--- config.mk ---
export PLATFORM = sky130hd
export DESIGN_NAME = booth_mult_seq
export DESIGN_NICKNAME = d
export VERILOG_FILES = /design/src/rtl/booth_mult_seq.sv
export SDC_FILE = /design/constraint.sdc
export NUM_CORES = 1
export LEC_CHECK = 0
export CORE_MARGIN = 2
export CORE_UTILIZATION = 40
export DETAILED_ROUTE_END_ITERATION = 8
export PLACE_DENSITY = 0.68
export RECOVER_POWER = 25
export SLEW_MARGIN = 20
export SYNTH_ARGS = -nofsm -noshare
export SYNTH_HDL_FRONTEND = slang
export SYNTH_SLANG_ARGS = --single-unit
export TNS_END_PERCENT = 1
--- constraint.sdc ---
create_clock -name clk -period 4.73 [get_ports clk]
set_input_delay 0.473 -clock clk [delete_from_list [all_inputs] [get_ports clk]]
set_output_delay 0.473 -clock clk [all_outputs]
set_load 0.01 [all_outputs]
--- src/rtl/booth_mult_seq.sv ---
// Sequential radix-2 Booth multiplier, N-bit operands, 2N-bit product, signed/unsigned per operation.
// Optional feature: define BOOTH_ZERO_BYPASS_EN to finish zero-operand operations without iterating.
`timescale 1ns/1ps

module booth_mult_seq #(
    parameter int N = 4
) (
    input  logic             clk,
    input  logic             rst,
    input  logic             valid,
    input  logic             sgn,
    input  logic [N-1:0]     A,
    input  logic [N-1:0]     B,
    output logic             ready,
    output logic             busy,
    output logic             done,
    output logic [2*N-1:0]   result
);

    localparam int W    = N + 1;
    localparam int ITER = W;
    localparam int CW   = $clog2(W);

    localparam logic [1:0] S_IDLE = 2'd0;
    localparam logic [1:0] S_CALC = 2'd1;
    localparam logic [1:0] S_DONE = 2'd2;

    logic [1:0]    state;
    logic [W-1:0]  m_reg;
    logic [W-1:0]  q_reg;
    logic [W:0]    acc;
    logic          q_m1;
    logic [CW-1:0] cnt;

    logic [W-1:0]  a_ext;
    logic [W-1:0]  b_ext;
    logic [W:0]    m_sext;
    logic [W:0]    acc_sum;
    logic [W:0]    acc_next;
    logic [W-1:0]  q_next;
    logic          q_m1_next;
    logic          last_step;

    // One extra bit lets unsigned operands with the top bit set stay positive in the signed datapath.
    assign a_ext  = {sgn & A[N-1], A};
    assign b_ext  = {sgn & B[N-1], B};
    assign m_sext = {m_reg[W-1], m_reg};

    // NOTE: every always_comb output gets a default first so no path leaves it unassigned (no latch).
    always_comb begin
        acc_sum = acc;
        case ({q_reg[0], q_m1})
            2'b01:   acc_sum = acc + m_sext;
            2'b10:   acc_sum = acc - m_sext;
            default: acc_sum = acc;
        endcase
    end

    assign acc_next  = {acc_sum[W], acc_sum[W:1]};
    assign q_next    = {acc_sum[0], q_reg[W-1:1]};
    assign q_m1_next = q_reg[0];
    assign last_step = (cnt == CW'(ITER - 1));

    assign ready = (state == S_IDLE);
    assign busy  = (state != S_IDLE);
    assign done  = (state == S_DONE);

    // NOTE: sequential state uses non-blocking assignments so all registers update from pre-edge values.
    always_ff @(posedge clk or posedge rst) begin
        if (rst) begin
            state  <= S_IDLE;
            m_reg  <= '0;
            q_reg  <= '0;
            acc    <= '0;
            q_m1   <= 1'b0;
            cnt    <= '0;
            result <= '0;
        end else begin
            case (state)
                S_IDLE: begin
                    if (valid) begin
`ifdef BOOTH_ZERO_BYPASS_EN
                        if (A == '0 || B == '0) begin
                            cnt    <= '0;
                            result <= '0;
                            state  <= S_DONE;
                        end else
`endif
                        begin
                            m_reg <= a_ext;
                            q_reg <= b_ext;
                            acc   <= '0;
                            q_m1  <= 1'b0;
                            cnt   <= '0;
                            state <= S_CALC;
                        end
                    end
                end
                S_CALC: begin
                    acc  <= acc_next;
                    q_reg <= q_next;
                    q_m1 <= q_m1_next;
                    if (last_step) begin
                        // Low 2N bits of {acc[W-1:0], q} after this final step.
                        result <= {acc_next[N-2:0], q_next};
                        state  <= S_DONE;
                    end else begin
                        cnt <= cnt + 1'b1;
                    end
                end
                S_DONE:  state <= S_IDLE;
                default: state <= S_IDLE;
            endcase
        end
    end

endmodule

==> results.txt <==
----------------------------------------------------
[Critical path]
  Kind of end point of the critical path ... flop
  Maximum net fanout on the critical path ... 6
  Register-to-register path setup slack ... 2.45 ns
  Depth of the worst register-to-register path ... 9
  Max stage delay cell, worst path ... fa_1
  Cell chain of the critical path ... inv_1, ha_1, mux2_2, fa_1, inv_1, a21o_1, a21oi_1, xor2_1, o21ai_0
  Cell mode on critical path ... inv_1
  Largest incremental delay on the critical path ... 0.44 ns
  Worst endpoint data arrival time ... between 2 and 2.5 ns
  Data required time at the worst endpoint ... 4.90 ns
  Crit Path Category ... flop to flop
  Worst flop-to-flop path startpoint ... q_m1$_DFFE_PP0P_
  Category of the worst setup path launch point ... flop
  Destination of the worst register-to-register timing path ... acc[3]$_DFFE_PP0P_

[Drt]
  Count of vias placed by the detailed router ... 1228
  Total Routed Length ... around 3200 um
  Routed length per placed instance ... 13.8 um
  Iteration-0 DRC Markers ... 51
  Post-detailed-route DRC marker count ... 0
  Number of antenna-violating nets in the routed design ... 0
  Number of vias per cell ... 5.32
  DR pass1 iterations ... 4

[Flow run]
  Max Cap Viol ... 0

[STA]
  Least-Margin Pin Slew ... between 1 and 1.5 ns
  Unrepaired setup endpoints after global routing ... no
  Relative slew slack ... 27.7%
  Setup skew after layout ... 0.00317 ns
  Total negative slack for setup checks ... 0 ns
  Number of endpoints with negative hold slack in the final report ... 0
  Minimum setup slack in the final design ... 2.45 ns
  Total setup violations reported at the end of the flow ... 0
  Post-route fraction of the period consumed by the critical path ... between 40% and 50%
  Achievable clock frequency ... 0.439 GHz
  Fin. max-slew vios ... 0
  Minimum period implied by the final worst setup slack ... 2.28 ns

[Die]
  Number of rows created at floorplan ... 22
  Overall die area ... 4430 sq um
  Width of the die ... 66.5 um
  Die boundary height ... 66.5 um
  Area inside the core boundary ... 3720 sq um
  I/O pin count ... 23
  Starting density of the core ... 42.1%

[Synth]
  Top flip-flop cell by instance count after synthesis ... dfrtp_1
  Post-synth net total ... about 180
  Total of flip-flops plus latches after synthesis ... 29
  Leading area contributor after synthesis ... dfrtp_1
  EDFF count, synth ... 0
  Syn Area/Cell ... 9.96 sq um
  Most common cell in the synthesized netlist ... dfrtp_1
  Cells taking the most area after synthesis ... dfrtp_1 (46%), ha_1 (7.2%), mux2_2 (6.5%)
  Netlist area before placement ... around 1600 sq um
  Number of distinct standard cells referenced by the synthesized netlist ... 35
  Seq/Total Area, Yosys ... 46.4%
  Number of synthesis warnings ... 0
  Asr flop ratio synth ... 100%
  Most frequent cells after synthesis ... dfrtp_1 (29), nand2_1 (22), inv_1 (13), o21ai_0 (13)
  Number of instances in the synthesized netlist ... 157
  Area share of the largest cell type after synthesis ... 46.4%

[Placed design]
  Routability Congestion ... 0.879
  Number of cells in the design after placement ... approximately 220
  Total placed instance area ... 1830 sq um
  Port Buf Inserts ... 22
  Post-Place Setup Slack ... 2.50 ns
  DP HPWL ... around 2400 um

[Layout]
  Register ranked first by flip-flop count ... result
  Layout filler cell count ... 353
  Antenna Diode Count ... 0
  Count of non-filler cells in the finished layout ... about 230
  Layout cells sized above 1 ... 12.0%
  Post-Route Utilization ... 51.9%
  Max reg flops ... 8
  Syn-to-layout area delta ... 23.3%
  Post-route design area ... 1930 sq um
  Final #Nets ... 204

[Clock tree]
  Post-CTS clock slew at the launch and capture registers of the worst setup and hold paths ... 0.06 ns
  PostCTS Resize Cnt ... 0
  H-tree depth ... 2
  Clock sink total ... 29
  Number of buffers created by CTS ... 5
  Clock tree root driver cell ... clkbuf_8
  Worst skew pair latency ... around 0.28 ns
  Clock tree from TritonCTS ... built
  Hold-fix buffers at CTS ... 0
  Postcts setup bufs ... 0
  Buffer levels on the longest clock path ... 2

[Global route]
  Antenna violations before repair ... 0
  Maximum number of pins on one net before global-route repair ... 30
  Grt total ovfl ... 0
  Vias in the first global route ... 1308
  Gr usage total ... 16.6%
  First-pass GRT wire length ... 5440 um

[Worst hold path]
  Sink of the worst hold path ... result[6]$_DFFE_PP0P_
  Hold_sp ... result[6]$_DFFE_PP0P_
  Worst Hold Class ... flop to flop
  WHS Path Cells ... 2

[Pwr]
  Worst vdd rail ir drop ... ~0.41 mV
  Clk network pwr share ... 13.7%
  Net load switching power ... just under 0.0007 W
  Comb pwr share ... 57.2%
  Internal power contribution ... 0.000943 W
  Sequential group share of total power ... 29.1%
  Static Leak ... 0.892 nW
  Total power divided by cell area ... 847 nW/um^2
  Fraction of power spent switching nets ... 42.3%

[Outcome]
  Outcome ... complete, no violations

----------------------------------------------------
==> critical path: cells and delay by family, from the launching register on <==
family,cells,cell delay (ns)
adder cells (fa/ha/maj),2,0.69
AO/OA/AOI/OAI,3,0.43
multiplexers,1,0.39
flip-flops,1,0.38
XOR/XNOR,1,0.15
buffers and inverters,2,0.14
==> through the flow <==
step | total power [W] | hold WS [ns]
floorplan | 0.00115 | 0.467
global placement | 0.00137 | 0.467
detailed placement | 0.00141 | 0.471
CTS | 0.00164 | 0.485
global route | 0.00178 | 0.504
finish | 0.00163 | 0.476
==> cell type report <==
type,count,area [sq um],share of cell area [%]
multi-input combinational,111,772,40.0
sequential,29,726,37.6
timing repair buffer,22,220,11.4
clock buffer,7,96.3,5.00
tap,48,60.1,3.11
inverter,13,48.8,2.53
clock inverter,1,5.00,0.260
==> routing by layer <==
metal | up-vias | global-route usage [%] | wire length, um
li1 | 584 | - | -
met1 | 607 | 18.8 | 1390
met2 | 30 | 28.5 | 1570
met3 | 7 | 4.39 | 154
met4 | 0 | 8.42 | 59
met5 | - | 0 | 0
==> worst max-delay path by stage <==
stage	from	end	slack, ns	depth (start not counted)
3_3_place_gp	q_m1$_DFFE_PP0P_	acc[2]$_DFFE_PP0P_	2.58	9
4_1_cts	m_reg[0]$_DFFE_PP0P_	acc[3]$_DFFE_PP0P_	2.48	9
6_report	q_m1$_DFFE_PP0P_	acc[3]$_DFFE_PP0P_	2.45	9
3_5_place_dp	q_m1$_DFFE_PP0P_	acc[3]$_DFFE_PP0P_	2.50	9
2_1_floorplan	q_m1$_DFFE_PP0P_	acc[2]$_DFFE_PP0P_	2.67	9
5_1_grt	q_m1$_DFFE_PP0P_	acc[3]$_DFFE_PP0P_	2.31	9
==> cells in the final DEF, fill, tap and decap left out, types with 2 or more instances in the layout <==
cell type / netlist / layout
a21o_1: 2 / 2
nand2b_1: 2 / 2
xor2_1: 3 / 3
nor2_1: 10 / 10
mux2i_1: 4 / 4
o21ai_0: 13 / 13
a21oi_1: 10 / 10
dfrtp_1: 29 / 29
clkbuf_8: 0 / 7
nand2_1: 22 / 22
mux2_2: 9 / 9
clkdlybuf4s50_1: 0 / 21
inv_1: 13 / 13
ha_1: 9 / 9
xnor2_1: 5 / 5
o21ai_1: 2 / 2
nand3_1: 2 / 2
==> cells by family after synthesis <==
| kind of cell | synth area share, % |
|---|---|
| AND/OR/NAND/NOR | 13.8 |
| multiplexers | 9.04 |
| AO/OA/AOI/OAI | 13.6 |
| buffers and inverters | 4.24 |
| XOR/XNOR | 4.48 |
| adder cells (fa/ha/maj) | 8.48 |
| flip-flops | 46.4 |
==> power groups by stage <==
| stage | clock, W | combinational (W) | sequential, W |
|---|---|---|---|
| detailed placement | 0 | 0.000931 | 0.000479 |
| global route | 0.000243 | 0.00105 | 0.000492 |
| floorplan | 0 | 0.000681 | 0.000467 |
| CTS | 0.000231 | 0.000935 | 0.000475 |
| global placement | 0 | 0.000897 | 0.000469 |
| finish | 0.000224 | 0.000933 | 0.000475 |
(Power assumes the default switching activity.)
